--- src/rtl/alu_sequencer.sv ---
// alu_sequencer: 2-entry command FIFO feeding an external ALU with a fixed result latency,
// then holding the captured result until the consumer takes it.
module alu_sequencer #(
    parameter int WIDTH   = 20,
    parameter int ALU_LAT = 1,
    parameter int CNT_W   = 16
) (
    input  logic             clk,
    input  logic             rst_n,
    input  logic             cmd_valid,
    output logic             cmd_ready,
    input  logic [WIDTH-1:0] cmd_op1,
    input  logic [WIDTH-1:0] cmd_op2,
    input  logic [1:0]       cmd_operation,
    input  logic             cmd_sign,
    output logic [WIDTH-1:0] alu_op1,
    output logic [WIDTH-1:0] alu_op2,
    output logic [1:0]       alu_operation,
    output logic             alu_sign,
    input  logic [WIDTH-1:0] alu_result,
    output logic             rsp_valid,
    input  logic             rsp_ready,
    output logic [WIDTH-1:0] rsp_result,
    output logic [1:0]       rsp_operation,
    output logic             rsp_sign,
    output logic             busy,
    output logic [CNT_W-1:0] done_count
);
    localparam int EW = 2 * WIDTH + 3;
    typedef enum logic [1:0] {IDLE, WAIT, RESP} state_t;
    state_t        state_q;
    logic [3:0]    wait_q;
    logic [1:0]    cnt_q, cnt_d;
    logic [EW-1:0] head_q, head_d, tail_q, tail_d, cmd_ent;
    logic          push, pop;
    assign cmd_ent   = {cmd_op1, cmd_op2, cmd_operation, cmd_sign};
    assign cmd_ready = rst_n && cnt_q != 2'd2;
    assign push      = cmd_valid && cmd_ready;
    assign pop       = state_q == IDLE && cnt_q != 2'd0;
    assign busy      = cnt_q != 2'd0 || state_q != IDLE;
    // Head is always slot 0; a pop shifts the tail forward or takes a same-edge push directly.
    always_comb begin
        cnt_d  = cnt_q + {1'b0, push} - {1'b0, pop};
        head_d = pop ? (cnt_q == 2'd2 ? tail_q : cmd_ent) : (push && cnt_q == 2'd0 ? cmd_ent : head_q);
        tail_d = push && !pop && cnt_q == 2'd1 ? cmd_ent : tail_q;
    end
    always_ff @(posedge clk or negedge rst_n) begin
        if (!rst_n) begin
            cnt_q  <= '0;
            head_q <= '0;
            tail_q <= '0;
        end else begin
            cnt_q  <= cnt_d;
            head_q <= head_d;
            tail_q <= tail_d;
        end
    end
    always_ff @(posedge clk or negedge rst_n) begin
        if (!rst_n) begin
            state_q       <= IDLE;
            wait_q        <= '0;
            alu_op1       <= '0;
            alu_op2       <= '0;
            alu_operation <= '0;
            alu_sign      <= 1'b0;
            rsp_valid     <= 1'b0;
            rsp_result    <= '0;
            rsp_operation <= '0;
            rsp_sign      <= 1'b0;
            done_count    <= '0;
        end else begin
            case (state_q)
                IDLE: if (pop) begin
                    {alu_op1, alu_op2, alu_operation, alu_sign} <= head_q;
                    wait_q  <= 4'(ALU_LAT);
                    state_q <= WAIT;
                end
                WAIT: begin
                    wait_q <= wait_q - 4'd1;
                    if (wait_q == 4'd1) begin
                        rsp_result    <= alu_result;
                        rsp_operation <= alu_operation;
                        rsp_sign      <= alu_sign;
                        rsp_valid     <= 1'b1;
                        state_q       <= RESP;
                    end
                end
                RESP: if (rsp_ready) begin
                    rsp_valid  <= 1'b0;
                    done_count <= done_count + 1'b1;
                    state_q    <= IDLE;
                end
                default: state_q <= IDLE;
            endcase
        end
    end
endmodule

--- config.mk ---
export PLATFORM = sky130hd
export DESIGN_NAME = alu_sequencer
export DESIGN_NICKNAME = d
export VERILOG_FILES = /design/src/rtl/alu_sequencer.sv
export SDC_FILE = /design/constraint.sdc
export NUM_CORES = 1
export LEC_CHECK = 0
export CAP_MARGIN = 20
export CORE_ASPECT_RATIO = 1.1
export CORE_MARGIN = 3
export CORE_UTILIZATION = 40
export CTS_CLUSTER_SIZE = 24
export DETAILED_ROUTE_END_ITERATION = 8
export HOLD_SLACK_MARGIN = 0.02
export PLACE_DENSITY = 0.74
export SLEW_MARGIN = 40
export SYNTH_ARGS = -nofsm -noshare
export SYNTH_HDL_FRONTEND = slang
export SYNTH_SLANG_ARGS = --single-unit
--- constraint.sdc ---
create_clock -name clk -period 2.8 [get_ports clk]
set_input_delay 0.56 -clock clk [delete_from_list [all_inputs] [get_ports clk]]
set_output_delay 0.56 -clock clk [all_outputs]
set_load 0.005 [all_outputs]
==> run_summary.xml <==
<?xml version="1.0" encoding="UTF-8"?>
<metrics>
  <group name="route">
    <metric name="drt-wirelength-per-cell" unit="microns">14.54</metric>
    <metric name="postRouteAntennaNets" unit="">0</metric>
    <metric name="drt_first_iter_violations" unit="">193</metric>
    <metric name="detailroute.via_count" unit="">4894</metric>
    <metric name="detail_route.drc_violations" unit="">0</metric>
    <metric name="detail_route.vias_per_cell" unit="">4.803</metric>
    <metric name="drt-pass1-iter-count" unit="">6</metric>
    <metric name="postRouteWirelength" unit="mm">14.81</metric>
  </group>
  <group name="synth">
    <metric name="synth_top_area_share" unit="%">60.72</metric>
    <metric name="ys_types" unit="">32</metric>
    <metric name="synth_top_cells_by_area" unit="">sky130_fd_sc_hd__dfrtp_1 61%, sky130_fd_sc_hd__mux2_2 10%, sky130_fd_sc_hd__nand2_1 7.4%</metric>
    <metric name="synth.area.mux_share" unit="%">16.24</metric>
    <metric name="ys_seq_elements" unit="">177</metric>
    <metric name="share_of_flip_flops_with_an_asynchronous_set_or_reset_after_synthesis" unit="%">100.0</metric>
    <metric name="synth_seq_area_share" unit="%">60.72</metric>
    <metric name="syn-instance-count" unit="">621</metric>
    <metric name="yosysWarningCount" unit="">0</metric>
    <metric name="synth-edff-count" unit="">0</metric>
    <metric name="yosys.area_share.xor_xnor" unit="%">2.161</metric>
    <metric name="netlist.top_cell.by_area" unit="">sky130_fd_sc_hd__dfrtp_1</metric>
    <metric name="synthAdderAreaFrac" unit="%">1.029</metric>
    <metric name="synthesis.area_per_instance" unit="sq um">11.75</metric>
    <metric name="synth_top_family_by_area" unit="">multiplexers</metric>
    <metric name="yosys-top-cells-count" unit="">177 x sky130_fd_sc_hd__dfrtp_1, 143 x sky130_fd_sc_hd__nand2_1, 67 x sky130_fd_sc_hd__mux2_2</metric>
    <metric name="library_cell_with_the_highest_instance_count_after_synthesis" unit="">sky130_fd_sc_hd__dfrtp_1</metric>
    <metric name="synth.net_count" unit="">694</metric>
    <metric name="synth_compound_area_share" unit="%">3.808</metric>
    <metric name="synth_area" unit="sq um">7294</metric>
    <metric name="synth_ff_type" unit="">sky130_fd_sc_hd__dfrtp_1</metric>
    <metric name="synthSimpleGateAreaFrac" unit="%">12.80</metric>
  </group>
  <group name="cts">
    <metric name="clock_insertion_delay_worst_skew" unit="ns">0.42</metric>
    <metric name="clockRootBuffer" unit="">sky130_fd_sc_hd__clkbuf_16</metric>
    <metric name="cts_tree" unit="">yes</metric>
    <metric name="cts.clk_slew.worst_paths" unit="ns">0.06</metric>
    <metric name="post_cts.resized_instances" unit="">0</metric>
    <metric name="h-tree-depth" unit="">4</metric>
    <metric name="cts-buffers-inserted" unit="">17</metric>
    <metric name="cts.sink_count" unit="">177</metric>
    <metric name="cts.path.max_buffers" unit="">2</metric>
  </group>
  <group name="status">
    <metric name="status" unit="">finished, final reports clean</metric>
  </group>
  <group name="setup_path">
    <metric name="critPathCaptureType" unit="">output pin</metric>
    <metric name="crit_arrival" unit="ns">2.13</metric>
    <metric name="worst-setup-path-type" unit="">in -&gt; out</metric>
    <metric name="setup.worst_path.start_class" unit="">primary input</metric>
    <metric name="path_max_fanout" unit="">29</metric>
    <metric name="crit_required" unit="ns">2.24</metric>
  </group>
  <group name="power_and_ir_drop">
    <metric name="leakage" unit="nW">4.215</metric>
    <metric name="power.sequential.fraction" unit="%">40.3</metric>
    <metric name="power_density" unit="nW/um^2">1141</metric>
    <metric name="power.clock.fraction" unit="%">21.7</metric>
    <metric name="power.combinational.fraction" unit="%">37.9</metric>
    <metric name="internal_power" unit="mW">7.406</metric>
    <metric name="power.switching" unit="mW">3.590</metric>
    <metric name="power_total" unit="mW">11.00</metric>
    <metric name="swShare" unit="%">32.65</metric>
    <metric name="ir_worst_vdd" unit="mV">0.8763</metric>
  </group>
  <group name="cells_and_area">
    <metric name="nFillCells" unit="">1573</metric>
    <metric name="final_core_utilization" unit="%">54.12</metric>
    <metric name="final_design_area_no_fill" unit="sq um">9635</metric>
    <metric name="antenna-diode-count" unit="">0</metric>
    <metric name="stdcell_count" unit="">1019</metric>
    <metric name="share_of_layout_cells_above_drive_strength_1" unit="%">15.62</metric>
    <metric name="p_r_area_growth_vs_syn" unit="%">32.09</metric>
    <metric name="design.final.nets" unit="">841</metric>
  </group>
  <group name="sta">
    <metric name="timing.clock.skew" unit="ns">0.01134</metric>
    <metric name="grt_setup_unrepaired" unit="">no</metric>
    <metric name="drv_slew" unit="">0</metric>
    <metric name="finalHoldViolations" unit="">0</metric>
    <metric name="timing.fmax" unit="MHz">371.4</metric>
    <metric name="setup_viol" unit="">0</metric>
    <metric name="fin_crit_sh" unit="%">96.17</metric>
    <metric name="fin_worst_hold_slack" unit="ns">0.4691</metric>
    <metric name="post-route-worst-setup-slack" unit="ns">0.1073</metric>
    <metric name="fin_tns_setup" unit="ns">0</metric>
    <metric name="fin_crit" unit="ns">2.693</metric>
    <metric name="slew_headroom" unit="%">59.45</metric>
    <metric name="timing_worst_slew_pin_value" unit="ns">0.6061</metric>
  </group>
  <group name="placed_design">
    <metric name="placedInstanceArea" unit="sq um">8995</metric>
    <metric name="place_worst_setup_slack" unit="ns">0.5731</metric>
    <metric name="post-place-cells" unit="">985</metric>
    <metric name="place.gp.congestion" unit="">0.7548</metric>
    <metric name="hpwlAfterDp" unit="mm">9.675</metric>
    <metric name="port_buffers" unit="">151</metric>
  </group>
  <group name="grt">
    <metric name="largest_net_degree_at_the_start_of_global_routing" unit="">152</metric>
    <metric name="grt_first_pass_wirelength" unit="mm">24.62</metric>
    <metric name="grt_usage" unit="%">15.40</metric>
    <metric name="antenna_violations_before_repair" unit="">1</metric>
    <metric name="grt_pass1_vias" unit="">4997</metric>
    <metric name="globalRouteOverflowTotal" unit="">0</metric>
  </group>
  <group name="flow_run">
    <metric name="cap_viol_max_count" unit="">0</metric>
  </group>
  <group name="floorplanning">
    <metric name="die_x" unit="microns">134.8</metric>
    <metric name="effective_utilization_at_floorplan" unit="%">40.97</metric>
    <metric name="placeableCoreArea" unit="sq um">17800</metric>
    <metric name="floorplan.rows" unit="">51</metric>
    <metric name="dieArea" unit="sq um">19890</metric>
    <metric name="die_height" unit="microns">147.6</metric>
    <metric name="boundaryPins" unit="">152</metric>
  </group>
  <group name="hold_path">
    <metric name="min-delay-path-class" unit="">reg -&gt; reg</metric>
  </group>
</metrics>
## critical path, cell delays in order
cell	delay (ns)
sky130_fd_sc_hd__dlygate4sd3_1	0.55
sky130_fd_sc_hd__buf_6	0.28
sky130_fd_sc_hd__and2_1	0.19
sky130_fd_sc_hd__clkdlybuf4s50_1	0.53
## routing by layer
layer | track usage, % | vias to the layer above | share of wire (%)
li1 | - | 2353 | -
met1 | 19.00 | 2406 | 43
met2 | 26.00 | 108 | 50
met3 | 4.084 | 25 | 4.9
met4 | 5.703 | 2 | 2.1
met5 | 0 | - | 0.088
## sequential cells by signal (all words and copies together), names as in the netlist, 2 cells and up
name and cells:
rsp_result 20, alu_operation 2, cnt_q 2, state_q 2, head_q 43, done_count 16
tail_q 43, wait_q 4, alu_op2 20, rsp_operation 2, alu_op1 20
## power groups by stage
| stage | clock [mW] | sequential (mW) | combinational, mW |
|---|---|---|---|
| floorplan | 0 | 4.40 | 2.61 |
| global placement | 0 | 4.44 | 4.12 |
| detailed placement | 0 | 4.47 | 4.25 |
| CTS | 2.46 | 4.44 | 4.27 |
| global route | 2.57 | 4.59 | 4.68 |
| finish | 2.39 | 4.43 | 4.17 |
## final timing paths
kind | start | slack (ns) | cells past startpoint | endpoint
worst max-delay path | rst_n | 0.11 | 4 | cmd_ready
worst min-delay path | head_q[0]$_DFFE_PN0P_ | 0.47 | 2 | alu_sign$_DFFE_PN0P_
worst max register to register | state_q[1]$_DFFE_PN0P_ | 0.76 | 6 | tail_q[25]$_DFFE_PN0P_
worst min register to register | head_q[0]$_DFFE_PN0P_ | 0.47 | 2 | alu_sign$_DFFE_PN0P_
max in group asynchronous | rst_n | 1.16 | 4 | tail_q[1]$_DFFE_PN0P_
min in group asynchronous | rst_n | 0.59 | 2 | cnt_q[0]$_DFF_PN0_
## cells by family after synthesis
logic type                 count (synthesis)
AOI/OAI and AO/OA                         48
xor gates and xnor gates                  18
adders and majority gates                  6
buffers and inverters                     37
DFF                                      177
muxes                                    110
and+or+nand+nor                          225
## cell type report
class                   count  area [sq um]  share of cell area (%)
inverters                   7         26.28                  0.2727
multi-input cells         407          2654                   27.54
flip-flops and latches    177          4429                   45.97
well taps                 238         297.8                   3.091
clock buffers              19         452.9                   4.701
repair buffers            158          1625                   16.87
clock inverters            13         150.1                   1.558
## timing repair
| action | 4_1_cts | 5_1_grt |
|---|---|---|
| setup buffers | 0 | 0 |
| endpoints found under the hold margin | 26 | 0 |
| hold buffers | 1 | 0 |
## layout by cell type (no fill, tap or decap), types with 2 or more instances in the layout
cell type                           n
sky130_fd_sc_hd__a21oi_1           34
sky130_fd_sc_hd__a21oi_2           10
sky130_fd_sc_hd__and2_1             2
sky130_fd_sc_hd__and4_1             2
sky130_fd_sc_hd__buf_12             3
sky130_fd_sc_hd__buf_4              2
sky130_fd_sc_hd__bufinv_16          2
sky130_fd_sc_hd__clkbuf_16         17
sky130_fd_sc_hd__clkbuf_8           2
sky130_fd_sc_hd__clkdlybuf4s50_1  150
sky130_fd_sc_hd__clkinv_4           3
sky130_fd_sc_hd__clkinvlp_4         2
sky130_fd_sc_hd__dfrtp_1          177
sky130_fd_sc_hd__ha_1               6
sky130_fd_sc_hd__inv_1              6
sky130_fd_sc_hd__inv_6              5
sky130_fd_sc_hd__mux2_2            66
sky130_fd_sc_hd__mux2i_1           43
sky130_fd_sc_hd__nand2_1          143
sky130_fd_sc_hd__nand2b_1           2
sky130_fd_sc_hd__nand3_1            9
sky130_fd_sc_hd__nand4_1            4
sky130_fd_sc_hd__nor2_1            51
sky130_fd_sc_hd__nor3_2             2
sky130_fd_sc_hd__o21ai_0            4
sky130_fd_sc_hd__xnor2_1           16
sky130_fd_sc_hd__xor2_1             2
Power figures use the tool's default switching activity.
